**src/rtl/regfile_wb_arbiter.sv**
```systemverilog
`default_nettype none
// ============================================================================
//  Module   : regfile_wb_arbiter
//  Purpose  : Round-robin arbiter for the register-file write port (ALU, load,
//             mult/div) with a drain-then-halt sequencer feeding the dump.
//  Revision : 1.0  initial release
// ============================================================================
module regfile_wb_arbiter #(
  parameter int HALT_DRAIN_MAX = 15
) (
  input  logic        clk,
  input  logic        rst_b,
  input  logic [2:0]  req_valid,
  input  logic [14:0] req_num,
  input  logic [95:0] req_data,
  output logic [2:0]  req_ready,
  output logic [4:0]  rd_num,
  output logic [31:0] rd_data,
  output logic        rd_we,
  input  logic        halt_req,
  output logic        halted,
  output logic        drain_timeout
);

  typedef enum logic [1:0] {
    ST_RUN    = 2'd0,
    ST_DRAIN  = 2'd1,
    ST_HALTED = 2'd2
  } state_t;

  localparam logic [7:0] c_drain_max = 8'(HALT_DRAIN_MAX);

  state_t      r_state;
  state_t      w_state_nxt;
  logic [1:0]  r_ptr;
  logic [7:0]  r_cnt;
  logic [7:0]  w_cnt_nxt;
  logic [4:0]  r_rd_num;
  logic [31:0] r_rd_data;
  logic        r_rd_we;
  logic        r_halted;
  logic        r_drain_timeout;
  logic        w_timeout_set;

  logic [1:0]  w_ptr_eff;
  logic [2:0]  w_cand;
  logic        w_arb_en;
  logic        w_grant_vld;
  logic [1:0]  w_grant_idx;
  logic        w_grant;
  logic [4:0]  w_sel_num;
  logic [31:0] w_sel_data;

  // An out-of-range pointer value behaves as requester 0.
  assign w_ptr_eff = (r_ptr == 2'd3) ? 2'd0 : r_ptr;
  assign w_arb_en  = rst_b && (r_state != ST_HALTED);

  always_comb begin
    w_grant_vld = 1'b0;
    w_grant_idx = 2'd0;
    w_cand      = 3'd0;
    for (int k = 0; k < 3; k++) begin
      w_cand = {1'b0, w_ptr_eff} + 3'(k);
      if (w_cand >= 3'd3) w_cand = w_cand - 3'd3;
      if (!w_grant_vld && req_valid[w_cand[1:0]]) begin
        w_grant_vld = 1'b1;
        w_grant_idx = w_cand[1:0];
      end
    end
  end

  assign w_grant    = w_grant_vld && w_arb_en;
  assign req_ready  = w_grant ? (3'b001 << w_grant_idx) : 3'b000;
  assign w_sel_num  = req_num[5*w_grant_idx +: 5];
  assign w_sel_data = req_data[32*w_grant_idx +: 32];

  always_comb begin
    w_state_nxt   = r_state;
    w_cnt_nxt     = r_cnt;
    w_timeout_set = 1'b0;
    case (r_state)
      ST_RUN: begin
        if (halt_req) begin
          w_state_nxt = ST_DRAIN;
          w_cnt_nxt   = 8'd0;
        end
      end
      ST_DRAIN: begin
        // Completion wins over timeout when both hold.
        if ((req_valid == 3'b000) && !r_rd_we) begin
          w_state_nxt = ST_HALTED;
        end else if (r_cnt == c_drain_max) begin
          w_state_nxt   = ST_HALTED;
          w_timeout_set = 1'b1;
        end else begin
          w_cnt_nxt = r_cnt + 8'd1;
        end
      end
      ST_HALTED: w_state_nxt = ST_HALTED;
      default:   w_state_nxt = ST_RUN;
    endcase
  end

  always_ff @(posedge clk) begin
    if (!rst_b) begin
      r_state         <= ST_RUN;
      r_ptr           <= 2'd0;
      r_cnt           <= 8'd0;
      r_rd_we         <= 1'b0;
      r_rd_num        <= 5'd0;
      r_rd_data       <= 32'd0;
      r_halted        <= 1'b0;
      r_drain_timeout <= 1'b0;
    end else begin
      r_state         <= w_state_nxt;
      r_cnt           <= w_cnt_nxt;
      r_halted        <= r_halted || (w_state_nxt == ST_HALTED);
      r_drain_timeout <= r_drain_timeout || w_timeout_set;
      if (w_grant) begin
        r_ptr     <= (w_grant_idx == 2'd2) ? 2'd0 : w_grant_idx + 2'd1;
        r_rd_num  <= w_sel_num;
        r_rd_data <= w_sel_data;
        // Writes to r0 are consumed but never committed.
        r_rd_we   <= (w_sel_num != 5'd0);
      end else begin
        r_rd_we <= 1'b0;
      end
    end
  end

  assign rd_num        = r_rd_num;
  assign rd_data       = r_rd_data;
  assign rd_we         = r_rd_we;
  assign halted        = r_halted;
  assign drain_timeout = r_drain_timeout;

endmodule
`default_nettype wire
```
**config.mk**
```make
export PLATFORM = sky130hd
export DESIGN_NAME = regfile_wb_arbiter
export DESIGN_NICKNAME = d
export VERILOG_FILES = /design/src/rtl/regfile_wb_arbiter.sv
export SDC_FILE = /design/constraint.sdc
export NUM_CORES = 1
export LEC_CHECK = 0
export ABC_CLOCK_PERIOD_IN_PS = 5500
export BUFFER_PORTS_ARGS = -buffer_cell sky130_fd_sc_hd__buf_2
export CORE_MARGIN = 3
export CORE_UTILIZATION = 50
export CTS_BUF_LIST = sky130_fd_sc_hd__clkbuf_16
export CTS_CLUSTER_SIZE = 12
export DETAILED_ROUTE_END_ITERATION = 12
export PLACE_DENSITY = 0.87
export SLEW_MARGIN = 30
export SYNTH_ARGS = -nofsm -noshare
export SYNTH_HDL_FRONTEND = slang
export SYNTH_SLANG_ARGS = --single-unit
```
**constraint.sdc**
```tcl
create_clock -name clk -period 5.5 [get_ports clk]
set_input_delay 1.1 -clock clk [delete_from_list [all_inputs] [get_ports clk]]
set_output_delay 1.1 -clock clk [all_outputs]
set_load 0.02 [all_outputs]
```
# After elaboration in Yosys (flattened, before gate mapping)
# Cells that the tools add are included.
[op_classes] eq_ne=10 magnitude_cmp=6 shift=3 multipliers=1 n_mux=29 add_sub_neg=7 reduce_logical=16
[ops] cell="$shiftx A96 B8 Y32" count=1
[ops] cell="$mux W8" count=3
[ops] cell="$mux W2" count=11
[ops] cell="$pmux W8 S2" count=1
[ops] cell="$shiftx A15 B6 Y5" count=1
[ops] cell="$lt A2 B3 Y1 const B" count=3
[ops] cell="$mux W1" count=9
[ops] cell="$add A8 B1 Y8 const B" count=1
[ops] cell="$eq A2 B2 Y1 const B" count=4
[ops] cell="$eq A8 B4 Y1 const B" count=1
[ops] cell="$ne A2 B2 Y1 const B" count=4
[ops] cell="$bmux W1 S2" count=3
[ops] cell="$ge A3 B2 Y1 const B" count=2
[ops] cell="$pmux W2 S3" count=1
[ops] cell="$sub A2 B2 Y2 const B" count=3
[ops] cell="$logic_and A1 B1 Y1" count=5
[ops] cell="$mul A3 B2 Y5 const A" count=1
[ops] cell="$reduce_bool A5 Y1" count=1
[ops] cell="$reduce_and A4 Y1" count=1
[ops] cell="$add A2 B1 Y3 const B" count=1
[ops] cell="$add A2 B2 Y3 const B" count=1
[ops] cell="$logic_not A1 Y1" count=3
[ops] cell="$logic_not A3 Y1" count=1
[ops] cell="$mux W3" count=1
[ops] cell="8 further kinds" count=9
[word_totals] in_bits=117 wordCells=80 register_bits=52

# Longest topological paths before layout
[logic_depth] ltp_word=16 depth_mapped=12 ltp_nobuf=8

# Least setup slack after synthesis
# Ideal clock, no wire load.
[synth_path] path_kind="in2out" from="input req_valid[1]" to="output req_ready[0]" arrival_time_ps=2898 cell_stages=8 required_time_ps=4400 path_buffers=4 path_slack_ps=1502 cell_sequence="clkbuf_2 and3b_1 a211o_1 buf_6 o21a_1 buf_6 buf_6 nor4_1"
[synth_via] elab_chain_cells=11
[synth_rtl] element="start, declared" line_no="13" rtl="input logic [2:0] req_valid,"
[synth_rtl] element="$bmux W1 S2" line_no="65" rtl="if (!w_grant_vld && req_valid[w_cand[1:0]]) begin"
[synth_rtl] element="$mux W1 (implied by the code)" line_no="65"
[synth_rtl] element="$mux W1" line_no="65"
[synth_rtl] element="$logic_not A1 Y1" line_no="65"
[synth_rtl] element="$logic_and A1 B1 Y1" line_no="65"
[synth_rtl] element="$mux W1" line_no="65"
[synth_rtl] element="$logic_not A1 Y1" line_no="65"
[synth_rtl] element="$logic_and A1 B1 Y1" line_no="65"
[synth_rtl] element="$mux W2 or $mux W1 (tied branches)" line_no="65"
[synth_rtl] element="$shl A1 B2 Y3 or $logic_and A1 B1 Y1 (tied branches)" line_no="73, 72"
[synth_rtl] element="$mux W3 (*)" line_no="73" rtl="assign req_ready = w_grant ? (3'b001 << w_grant_idx) : 3'b000;"
[synth_rtl] element="end, declared" line_no="16" rtl="output logic [2:0] req_ready,"
# Every way passes the cells marked *; elsewhere a longest branch is shown, timed or not. The select of a mux whose other input is x is not followed.

# Final worst setup path
[layout_path] from="input req_valid[1]" to="output req_ready[2]"
# Same word-level chain as after synthesis.

==> key figures <==
Timing
  • Worst-margin pin slew: 0.839 ns
  • Skew final: 0.00388 ns
  • Final Cycle Share: 70.9%
  • Hold Violations, Final: 0
  • Slew HR: 44.1%
  • Post-Route Setup TNS: 0 ns
  • FMAX: 257 MHz
  • RSZ-0062 raised after global routing: false
  • Final setup viols: 0
  • Tmin final: approximately 3.9 ns
  • Max-slew violation count: 0

Hold path
  • Worst hold path class: flop to flop

Detailed routing
  • Post-DRT Antenna Nets: 0
  • Post-Route WL: 8390 µm
  • Routed WL per cell: roughly 15 µm
  • Vias/cell: ~5.6
  • Initial DRC count: around 170
  • DR pass1 iterations: 4
  • # DRC: 0
  • Vias: 3085

Logic synthesis
  • Synth Register Bits: 52
  • Area leader, netlist: dfxtp_1
  • Synth warnings: 0
  • Distinct cell type count after synthesis: 50
  • Post-synth EDFFs: 0
  • Synth area leaders: dfxtp_1, mux2i_1, mux2_4, nand3_1, o21ai_0
  • Syn Inst Count: about 340
  • Mapped Nets: between 400 and 500
  • Most numerous cell in the Yosys netlist: dfxtp_1
  • Predominant post-synthesis flop cell: dfxtp_1
  • Seq/Total Area, Yosys: around 33%
  • Syn_area_per_cell: between 9 and 10 µm²
  • Share of the synthesized area in the top cell type: between 30% and 40%
  • Mapped Area: around 3200 µm²
  • Post-synth ARST share: 0%
  • Synth top cells by count: dfxtp_1, mux2i_1, nand3_1, o21ai_0, mux2_4

Job
  • Max Cap Viol: 0

Placed design
  • Buffers on Ports: 159
  • DP Wirelength: 6590 µm
  • GPL Wtd Cong: between 0.8 and 0.9

Power and ir drop
  • Flop pwr share: approximately a quarter
  • Clock power frac: 17.5%
  • Power, Total: 2.20 mW
  • Int Power: approximately 1.3 mW
  • Pwr/cell area: 532 nW/µm²
  • Sw Pwr: between 0.8 and 0.9 mW
  • Leakage Power: 2.13 nW
  • Switch share: about two fifths
  • Comb power frac: 56.3%
  • Peak supply drop: 0.384 mV

Clock network
  • CTS tree: built
  • Root buffer cell: clkbuf_16
  • Hold-fix buffers at CTS: 0
  • Clk Latency, worst-skew pair: 0.28 ns
  • H-tree depth: 2
  • Num CTS Buffers: 5
  • Gates resized, CTS repair: 0
  • Sink Count: 52
  • CTS Buffer Depth: 2
  • Worst-path clk slew: 0.06 ns
  • Post-CTS setup buffers: 0

Global routing
  • Total gr overflow: 0
  • Largest net degree at the start of global routing: 80
  • GRT Total Usage: a little under a quarter
  • First-pass GRT wire length: approximately 14000 µm
  • Vias in the first global route: a little under 3000
  • Number of antenna violations at the first check in global routing: 0

Floorplan
  • # IOs: between 150 and 200
  • Initial Util: between 50% and 60%
  • Total core area: between 6000 and 7000 µm²
  • Die span in y: about 86 µm
  • Die W: about 86 µm
  • Total Die Area: ~7400 µm²
  • Num rows: 28

Final layout
  • Fraction of layout cells with a size suffix above 1: 43.3%
  • Synthesis-to-finish area growth: 30.2%
  • ANT cells: 0
  • Final net count: about 600

Setup path
  • CP Launch Type: input port
  • CP Capture Type: primary output
  • Arrival @ worst endpoint: approximately 2.8 ns
  • Critical path data required time: approximately 4.4 ns
  • Max FO, Critical Path: 17
  • Critical path type: input port to primary output

Status
  • Status: finished, final reports clean
==> layout by cell type (no fill, tap or decap), drive strengths merged, types with 4 or more instances in the layout <==
master	netlist	layout
clkbuf	12	5
buf	14	162
nor4	4	4
mux2	32	32
a21o	4	4
nand2	11	11
mux2i	42	42
dfxtp	52	52
ha	5	5
xor2	5	5
nand3	39	39
o21ai	40	40
nand2b	8	8
nor2	15	15
inv	5	5
nand4	4	4
==> cell type report <==
cell class | count | area, µm²
multi-input cells | 254 | 1980
fillers | 480 | 1880
clock buffers | 5 | 125
well taps | 75 | 93.8
clock inverters | 2 | 60.1
inverters | 5 | 18.8
repair buffers | 162 | 818
flip-flops and latches | 52 | 1040
==> layer usage <==
| layer | global-route usage [%] | routed length, µm | vias up |
|---|---|---|---|
| met5 | 0 | 0 | - |
| li1 | - | - | 1516 |
| met3 | 6.72 | 668 | 19 |
| met4 | 8.35 | 172 | 0 |
| met2 | 39.5 | 4400 | 119 |
| met1 | 26.2 | 3150 | 1431 |
==> stage by stage <==
stage | utilization (%) | cell area (µm²) | hold WS (ns) | cells | setup slack (ns)
5_1_grt | 68.7 | 4140 | 0.482 | 555 | 1.42
6_report | 68.7 | 4140 | 0.459 | 555 | 1.60
3_3_place_gp | 65.7 | 3960 | 0.446 | 548 | 1.76
4_1_cts | 68.7 | 4140 | 0.462 | 555 | 1.63
3_5_place_dp | 65.7 | 3960 | 0.453 | 548 | 1.66
2_1_floorplan | - | 3180 | 0.467 | 337 | 1.50
==> worst paths after layout <==
check	from	to	slack (ns)	cells past startpoint
min	rd_data[0]	rd_data[0]	0.46	2
min reg2reg	rd_data[0]	rd_data[0]	0.46	2
max	req_valid[1]	req_ready[2]	1.60	6
max reg2reg	r_ptr[1]	rd_data[8]	2.21	9
==> worst max-delay path, stage by stage <==
cell and delay (ns):
buf_2 0.17, mux2i_1 0.16, o21ai_0 0.48, o21a_2 0.59, nor3_1 0.11, buf_2 0.19
==> logic make-up (layout without fill, tap and decap cells) <==
| kind of cell | after synthesis | in the layout | synth area share [%] |
|---|---|---|---|
| and+or+nand+nor | 98 | 98 | 16.4 |
| muxes | 74 | 74 | 27.5 |
| AOI/OAI and AO/OA | 70 | 70 | 14.0 |
| DFF | 52 | 52 | 32.7 |
| buffers and inverters | 31 | 174 | 5.51 |
| xor gates and xnor gates | 7 | 7 | 1.93 |
| adders and majority gates | 5 | 5 | 1.97 |
==> flip-flops by register name (all words and copies together), names as in the netlist <==
| name | count |
|---|---|
| rd_data | 32 |
| r_state | 2 |
| r_ptr | 2 |
| drain_timeout | 1 |
| halted | 1 |
| rd_num | 5 |
| r_cnt | 8 |
| rd_we | 1 |
==> power groups by stage <==
stage	combinational, mW	sequential (mW)	clock, mW
finish	1.24	0.576	0.386
global route	1.35	0.593	0.407
CTS	1.25	0.575	0.390
detailed placement	1.25	0.580	0
global placement	1.22	0.574	0
floorplan	0.841	0.720	0
No activity file was read; power rests on OpenSTA's default activity.
